[config.mk]
export PLATFORM = sky130hd
export DESIGN_NAME = aud_recorder
export DESIGN_NICKNAME = d
export VERILOG_FILES = /design/src/rtl/aud_recorder.sv
export SDC_FILE = /design/constraint.sdc
export NUM_CORES = 1
export LEC_CHECK = 0
export ABC_CLOCK_PERIOD_IN_PS = 2000
export CAP_MARGIN = 5
export CORE_AREA = 2 2 85 87
export CTS_BUF_LIST = sky130_fd_sc_hd__clkbuf_8 sky130_fd_sc_hd__clkbuf_16
export CTS_CLUSTER_DIAMETER = 150
export CTS_CLUSTER_SIZE = 25
export DETAILED_ROUTE_END_ITERATION = 7
export DIE_AREA = 0 0 87 89
export PLACE_DENSITY = 0.77
export SETUP_SLACK_MARGIN = 0.1
export SLEW_MARGIN = 5
export SYNTH_ARGS = -nofsm -noshare
export SYNTH_HDL_FRONTEND = slang
export SYNTH_SLANG_ARGS = --single-unit
[constraint.sdc]
create_clock -name clk -period 2 [get_ports clk]
set_input_delay 0.4 -clock clk [delete_from_list [all_inputs] [get_ports clk]]
set_output_delay 0.4 -clock clk [all_outputs]
set_load 0.005 [all_outputs]
[src/rtl/aud_recorder.sv]
// Left-channel I2S capture from a WM8731 codec (codec is clock master).
// Each 16-bit left sample becomes one addressed SRAM write strobe.
//
// state     | meaning
// ----------+-------------------------------------------------
// S_IDLE    | not recording; waits for start with init done
// S_WAIT_LR | waiting for LRCK fall (start of left half frame)
// S_SKIP    | discarding the I2S one-bit delay slot
// S_CAPTURE | shifting in DATA_W bits, MSB first
// S_WRITE   | one-cycle write strobe with the assembled sample
// S_PAUSED  | recording suspended, address and length kept
module aud_recorder #(
    parameter int                ADDR_W   = 20,
    parameter int                DATA_W   = 16,
    parameter logic [ADDR_W-1:0] MAX_ADDR = {ADDR_W{1'b1}}
) (
    input  logic              clk,
    input  logic              rst,
    input  logic              i_init_done,
    input  logic              i_start,
    input  logic              i_pause,
    input  logic              i_stop,
    input  logic              AUD_BCLK,
    input  logic              AUD_ADCLRCK,
    input  logic              AUD_ADCDAT,
    output logic [DATA_W-1:0] o_data,
    output logic [ADDR_W-1:0] o_addr,
    output logic              o_wr,
    output logic [ADDR_W-1:0] o_len,
    output logic              o_recording,
    output logic              o_full
);

    localparam int              CNT_W    = $clog2(DATA_W);
    localparam logic [CNT_W-1:0] LAST_BIT = CNT_W'(DATA_W - 1);

    typedef enum logic [2:0] {
        S_IDLE,
        S_WAIT_LR,
        S_SKIP,
        S_CAPTURE,
        S_WRITE,
        S_PAUSED
    } state_t;

    state_t            state_q, state_nxt;
    logic [2:0]        bclk_sh, lrck_sh;
    logic [1:0]        dat_sh;
    logic [CNT_W-1:0]  bit_cnt;
    logic [DATA_W-1:0] shift_q;
    logic              bclk_rise, lrck_fall, dat_sync, at_max;

    // [0],[1] form the synchroniser, [2] is the edge-detect history; data
    // stops at [1] so it stays aligned with the synchronised clocks.
    always_ff @(posedge clk or negedge rst) begin
        if (!rst) begin
            bclk_sh <= '0;
            lrck_sh <= '0;
            dat_sh  <= '0;
        end else begin
            bclk_sh <= {bclk_sh[1:0], AUD_BCLK};
            lrck_sh <= {lrck_sh[1:0], AUD_ADCLRCK};
            dat_sh  <= {dat_sh[0], AUD_ADCDAT};
        end
    end

    assign bclk_rise = bclk_sh[1] & ~bclk_sh[2];
    assign lrck_fall = ~lrck_sh[1] & lrck_sh[2];
    assign dat_sync  = dat_sh[1];
    assign at_max    = (o_addr == MAX_ADDR);

    always_ff @(posedge clk or negedge rst) begin
        if (!rst) state_q <= S_IDLE;
        else      state_q <= state_nxt;
    end

    always_comb begin
        state_nxt = state_q;
        case (state_q)
            S_IDLE: begin
                if (i_start && !i_stop && !i_pause && i_init_done) state_nxt = S_WAIT_LR;
            end
            S_WAIT_LR: begin
                if (i_stop)         state_nxt = S_IDLE;
                else if (i_pause)   state_nxt = S_PAUSED;
                else if (lrck_fall) state_nxt = S_SKIP;
            end
            S_SKIP: begin
                if (i_stop)         state_nxt = S_IDLE;
                else if (i_pause)   state_nxt = S_PAUSED;
                else if (bclk_rise) state_nxt = S_CAPTURE;
            end
            S_CAPTURE: begin
                if (i_stop)                               state_nxt = S_IDLE;
                else if (i_pause)                         state_nxt = S_PAUSED;
                else if (bclk_rise && bit_cnt == LAST_BIT) state_nxt = S_WRITE;
            end
            S_WRITE: begin
                // the write always completes; controls only pick the successor
                if (at_max || i_stop) state_nxt = S_IDLE;
                else if (i_pause)     state_nxt = S_PAUSED;
                else                  state_nxt = S_WAIT_LR;
            end
            S_PAUSED: begin
                if (i_stop)                   state_nxt = S_IDLE;
                else if (i_start && !i_pause) state_nxt = S_WAIT_LR;
            end
            default: state_nxt = S_IDLE;
        endcase
    end

    always_ff @(posedge clk or negedge rst) begin
        if (!rst) begin
            bit_cnt <= '0;
            shift_q <= '0;
            o_addr  <= '0;
            o_len   <= '0;
            o_full  <= 1'b0;
        end else begin
            if (state_q == S_CAPTURE && state_nxt != S_IDLE && state_nxt != S_PAUSED) begin
                if (bclk_rise) begin
                    shift_q <= {shift_q[DATA_W-2:0], dat_sync};
                    bit_cnt <= (bit_cnt == LAST_BIT) ? '0 : bit_cnt + 1'b1;
                end
            end else begin
                bit_cnt <= '0;
            end

            if (state_q == S_IDLE && state_nxt == S_WAIT_LR) begin
                o_addr <= '0;
                o_len  <= '0;
                o_full <= 1'b0;
            end

            if (state_q == S_WRITE) begin
                o_len <= o_addr + ADDR_W'(1);
                if (at_max) o_full <= 1'b1;
                else        o_addr <= o_addr + ADDR_W'(1);
            end
        end
    end

    assign o_data      = shift_q;
    assign o_wr        = (state_q == S_WRITE);
    assign o_recording = (state_q == S_WAIT_LR) || (state_q == S_SKIP) ||
                         (state_q == S_CAPTURE) || (state_q == S_WRITE);

endmodule

==> results.ini <==
[flow_run]
cap_violations = 0

[critical_path]
worstPathCellList = clkdlybuf4s50_1 > or3_4 > nor4_4 > nor2_1 > o21ai_1 > o221ai_1
cpLargestDelayFamily = simple AND/OR/NAND/NOR gates
cp.buffers_inverters = 1
max_stage_delay_ns = 0.44
cp_data_arrival_time_ns = 2.04
endpoint_kind = flop
required_ns = 2.22
start_kind = input port
cp_max_fo = 9
critPathKind = input port to flop
worst_path_max_delay_cell = clkdlybuf4s50_1

[min_path]
min_path_type = input port to async pin

[synth]
synth_top_family_by_area = simple AND/OR/NAND/NOR gates
avgSynthCellArea_um2 = 10.6
syn_nets = 330
ys_ff_latch = 72
synthAdderAreaFrac_pct = 0.740
postSynthCellCount = 319
synthXorXnorAreaFrac_pct = 5.18
synthSimpleGateAreaFrac_pct = 17.1
synth-seq-area-share_pct = 53.3
synthMuxAreaShare_pct = 6.88
yosysWarnings = 0
syn_area_um2 = 3380
synthDistinctLibCells = 46
synth_compound_area_share_pct = 13.3

[floorplanning]
die_h_um = 89
core_area_um2 = 6720
die-area_um2 = 7740
die_x_um = 87
row_count = 30
ioPinCount = 68
start_util_pct = 50.3

[placed_design]
place_hpwl_um = 5650
gp_congestion = 0.810
preCtsSetupSlack_ns = -0.173
place.port_buffers = 67

[clock_network]
cts_tree = built
cts_root_buf = clkbuf_8
clock_sinks = 72
clock_latency_ns = 0.35
ctsLongestPathBuffers = 2
clk_pin_slew_ns = 0.08
h-tree-depth = 3
cts_buffers = 9
hold_buffers = 0

[route]
via_per_inst = 5.53
drc = 0
wl_um = 8130
via_count = 2871
ant_nets = 0
drt-wirelength-per-cell_um = 15.7
drt_first_iter_violations = 130
dr.pass1.iters = 4

[power]
powerDensity_nw_per_um2 = 1030
p_leak_nw = 2.10
ir_worst_vdd_mv = 0.639

[cells_and_area]
nets = 445
drive_above_1_share_pct = 24.8
num_antenna_cells = 0
layout_common_cells = 72 x dfrtp_1, 64 x clkdlybuf4s50_1, 55 x buf_4
area_delta_synth_final_pct = 40.5
final_common_cell = dfrtp_1

[outcome]
status = completed

[sta]
timing_hold_violations_final = 0
fmax_mhz = 548
tightest_slew_ns = 0.652
setup_slack_ns = 0.177
setup_viol = 0
setup_tns_ns = 0
drv_slew = 0
period_needed_ns = 1.82
fin_crit_sh_pct = 91.2
rsz0062_at_grt = true
slew_headroom_pct = 56.4
fin_skew_ns = 0.0125
holdWs_ns = 0.0832

[global_routing]
grt_pass1_vias = 2778
grt-ovfl-total = 0
grt_max_degree = 73
grt_usage_pct = 21.8
grt_pass1_wl_um = 13100
antenna_found_initial = 0

## cells by family after synthesis
family / Yosys count
AND/OR/NAND/NOR: 107
AO/OA/AOI/OAI: 72
flip-flops: 72
buffers and inverters: 25
multiplexers: 21
XOR/XNOR: 20
adder cells (fa/ha/maj): 2
## synth_stat cells (all sizes together)
library cell  number  area, um2
mux2              18        203
xor2               8       70.1
nor4               3       63.8
clkbuf             7       26.3
or3                3       23.8
ha                 2       25.0
nor3b              1       7.51
buf               14       78.8
a31oi             14       87.6
o21a               1       7.51
a21oi             13       68.8
nor2              16       62.6
mux2i              3       30.0
inv                4       15.0
nand2             48        183
o221ai             1       8.76
nor2b              2       12.5
nand2b             3       18.8
nor4bb             1       10.0
and3               2       12.5
a22oi              1       7.51
and4               2       17.5
o211ai             1       7.51
nand3             13       70.1
xnor2             12        105
a22o               2       17.5
a21o               4       30.0
o22ai             13       81.3
o21ai             16       80.1
a41oi              6       52.6
nor3               6       40.0
dfrtp             72       1800
nand4              7       56.3
## state kept, by name (all words and copies together), names as in the netlist
| signal | cells |
|---|---|
| dat_sh | 2 |
| o_data | 16 |
| o_len | 20 |
| o_addr | 20 |
| state_q | 3 |
| lrck_sh | 3 |
| o_full | 1 |
| bclk_sh | 3 |
| bit_cnt | 4 |
## path summary, 6_finish.rpt
kind                                 startpoint               endpoint  slack, ns  cells past startpoint
max                                     i_pause   o_addr[16]$_DFF_PN0_       0.18                      6
min                                         rst   bclk_sh[1]$_DFF_PN0_       0.08                      2
max reg2reg                 o_addr[1]$_DFF_PN0_   o_addr[12]$_DFF_PN0_       0.18                      7
min reg2reg                bclk_sh[0]$_DFF_PN0_   bclk_sh[1]$_DFF_PN0_       0.35                      0
max in group asynchronous                   rst  o_data[7]$_DFFE_PN0P_       1.63                      2
min in group clk           bclk_sh[0]$_DFF_PN0_   bclk_sh[1]$_DFF_PN0_       0.35                      0
## through the flow
step                      power (mW)  util, %  std cells  area, um2
final                           4.90     70.7        519       4750
after floorplan                 2.60        -        319       3380
after global placement          3.60     66.2        494       4450
after global routing            5.18     70.7        519       4750
after CTS                       4.92     69.7        511       4680
after detailed placement        3.64     66.2        494       4450
## what timing repair did
item	in CTS	in global routing
resized for setup	5	2
endpoints found under the setup margin	13	10
pin swaps	2	4
buffers inserted	1	8
## cell type report
type | instances | area, um2
inverter | 4 | 15.0
multi-input combinational | 222 | 1480
tap | 80 | 100
timing repair buffer | 125 | 1140
clock inverter | 7 | 96.3
fill | 495 | 1970
sequential | 72 | 1800
clock buffer | 9 | 124
## where the power goes
group	internal [mW]	switching, mW	total, mW
registers	1.75	0.178	1.93
clock network	0.702	0.568	1.27
logic	0.987	0.710	1.70
total	3.44	1.46	4.90
## routing by layer
layer / track usage (%) / up-vias / wire length (um)
li1: - / 1369 / -
met1: 29.0 / 1407 / 3580
met2: 35.3 / 88 / 4060
met3: 3.88 / 7 / 418
met4: 9.80 / 0 / 73
met5: 0 / - / 0
No activity file was read; power rests on OpenSTA's default activity.
==> RTL change, RTL diff (same settings) <==
Re-encode `state_t` (6 states) as Gray code, 3 bits wide.
--- a/src/rtl/aud_recorder.sv
+++ b/src/rtl/aud_recorder.sv
@@ -35,12 +35,12 @@
     localparam logic [CNT_W-1:0] LAST_BIT = CNT_W'(DATA_W - 1);
 
     typedef enum logic [2:0] {
-        S_IDLE,
-        S_WAIT_LR,
-        S_SKIP,
-        S_CAPTURE,
-        S_WRITE,
-        S_PAUSED
+        S_IDLE    = 3'b000,
+        S_WAIT_LR = 3'b001,
+        S_SKIP    = 3'b011,
+        S_CAPTURE = 3'b010,
+        S_WRITE   = 3'b110,
+        S_PAUSED  = 3'b111
     } state_t;
 
     state_t            state_q, state_nxt;
Formal check against the unedited RTL: no difference found for any inputs over 10 cycles, from zero or initial values and one cycle with rst low; not proved beyond that.
==> RTL change against the unedited design <==
- the run now ends with setup timing left
- worst setup slack worse by 0.29 ns
- wire length grew 17%
- sequential cell count is the same
- critical path depth grew 1
- area after synthesis rose by 1.2%
- via count increased by 6.0%
- global-route usage rose by 2.2 points
- design area increased by 7.5%
Power is not compared: it rests on default switching activity, and its combinational part moved more than twofold at a synthesized area within 25%.
==> RTL change: results <==
[run_status]
failed_checks = "setup timing"
status = "complete, but fails checks"

[grt]
grt_pass1_vias = 2967
grt_start_max_net_pins = 51
grt_pass1_wl_um = 14320
grt.total_usage = 0.2400

[timing]
tns_ns = -0.4342
skew_ns = 0.01639
setup_ws_ns = -0.1159
setup_viol = 17
max_slew_margin = 0.7615

[logic_synthesis]
ys_seq_area_frac = 0.5263
synth_common_cells = "dfrtp_1, nand2_1, nand3_1"
ys_types = 49
synthTopCellsByArea = "dfrtp_1, mux2_2, nand3_1"

[place]
place_hpwl_um = 5740
gp_congestion = 0.8534

[finish]
drive_gt1_frac = 0.3194
multi_input_comb_area_um2 = 1657
nets = 460

[drt]
vias_per_cell = 5.697
drtIter0Drc = 195
drt-wirelength-per-cell_um = 17.89

[worst_setup_path]
critPathArrivalTime_ns = 2.35

[hold_path]
hp-class = "reg -> reg"
==> RTL change: metal layers <==
metal | wire (um) | part of all wire | vias to the layer above | track usage
li1 | - | - | 1401 | -
met1 | 3888 | 0.41 | 1515 | 0.3095
met2 | 5005 | 0.52 | 105 | 0.3990
met3 | 449 | 0.047 | 21 | 0.04247
met4 | 211 | 0.022 | 0 | 0.1065
met5 | 0 | 0 | - | 0
==> RTL change: worst paths after layout <==
| kind | start | end | slack [ns] |
|---|---|---|---|
| max | state_q[0] | o_addr[9] | -0.12 |
| min | dat_sh[0] | dat_sh[1] | 0.35 |
| max reg2reg | state_q[0] | o_addr[9] | -0.12 |
| min reg2reg | dat_sh[0] | dat_sh[1] | 0.35 |
| max in group asynchronous | rst | o_addr[19] | 0.92 |
| min in group asynchronous | rst | o_len[3] | 0.50 |
==> RTL change: what timing repair did <==
action,in CTS,in global routing
buffers inserted,13,5
hold buffers,1,0
gates cloned,1,1
gates resized for setup,36,36
pin swaps,8,15
hold endpoints to repair,22,0
endpoints found under the setup margin,24,47
==> RTL change: cell type report <==
class | count | share of cell area
repair buffers | 138 | 0.2521
clock buffers | 9 | 0.02426
clock inverters | 7 | 0.02058
multi-input cells | 221 | 0.3244
inverters | 7 | 0.005146
well taps | 80 | 0.01960
flip-flops and latches | 72 | 0.3538
==> RTL change: critical path, stage by stage, from the launching register on <==
cell and delay, ns:
dfrtp_1 0.43, buf_6 0.14, buf_6 0.11, nor2_4 0.10
or4b_4 0.53, buf_8 0.17, mux2_4 0.27, mux2_4 0.25
==> RTL change: where the power goes <==
group	total [mW]	switching [mW]	internal (mW)	leakage (nW)
clock	1.30	0.587	0.716	0.112
sequential	1.68	0.0994	1.58	0.970
combinational	0.648	0.262	0.386	1.28
==> RTL change: metrics by stage <==
stage	instance area, um^2	std cells	power (mW)
2_1_floorplan	3446	317	1.875
3_3_place_gp	4551	499	2.233
3_5_place_dp	4551	499	2.249
4_1_cts	4956	530	3.606
5_1_grt	5106	534	3.780
6_report	5106	534	3.630
==> RTL change: cell families (layout without fill, tap and decap cells) <==
family                     count (synthesis)  in the layout  share of synthesized area
and+or+nand+nor                          110            110                     0.1714
DFF                                       72             72                     0.5263
AOI/OAI and AO/OA                         62             62                     0.1177
muxes                                     28             28                    0.09796
buffers and inverters                     24            161                    0.03070
xor gates and xnor gates                  19             19                    0.04861
adders and majority gates                  2              2                   0.007309
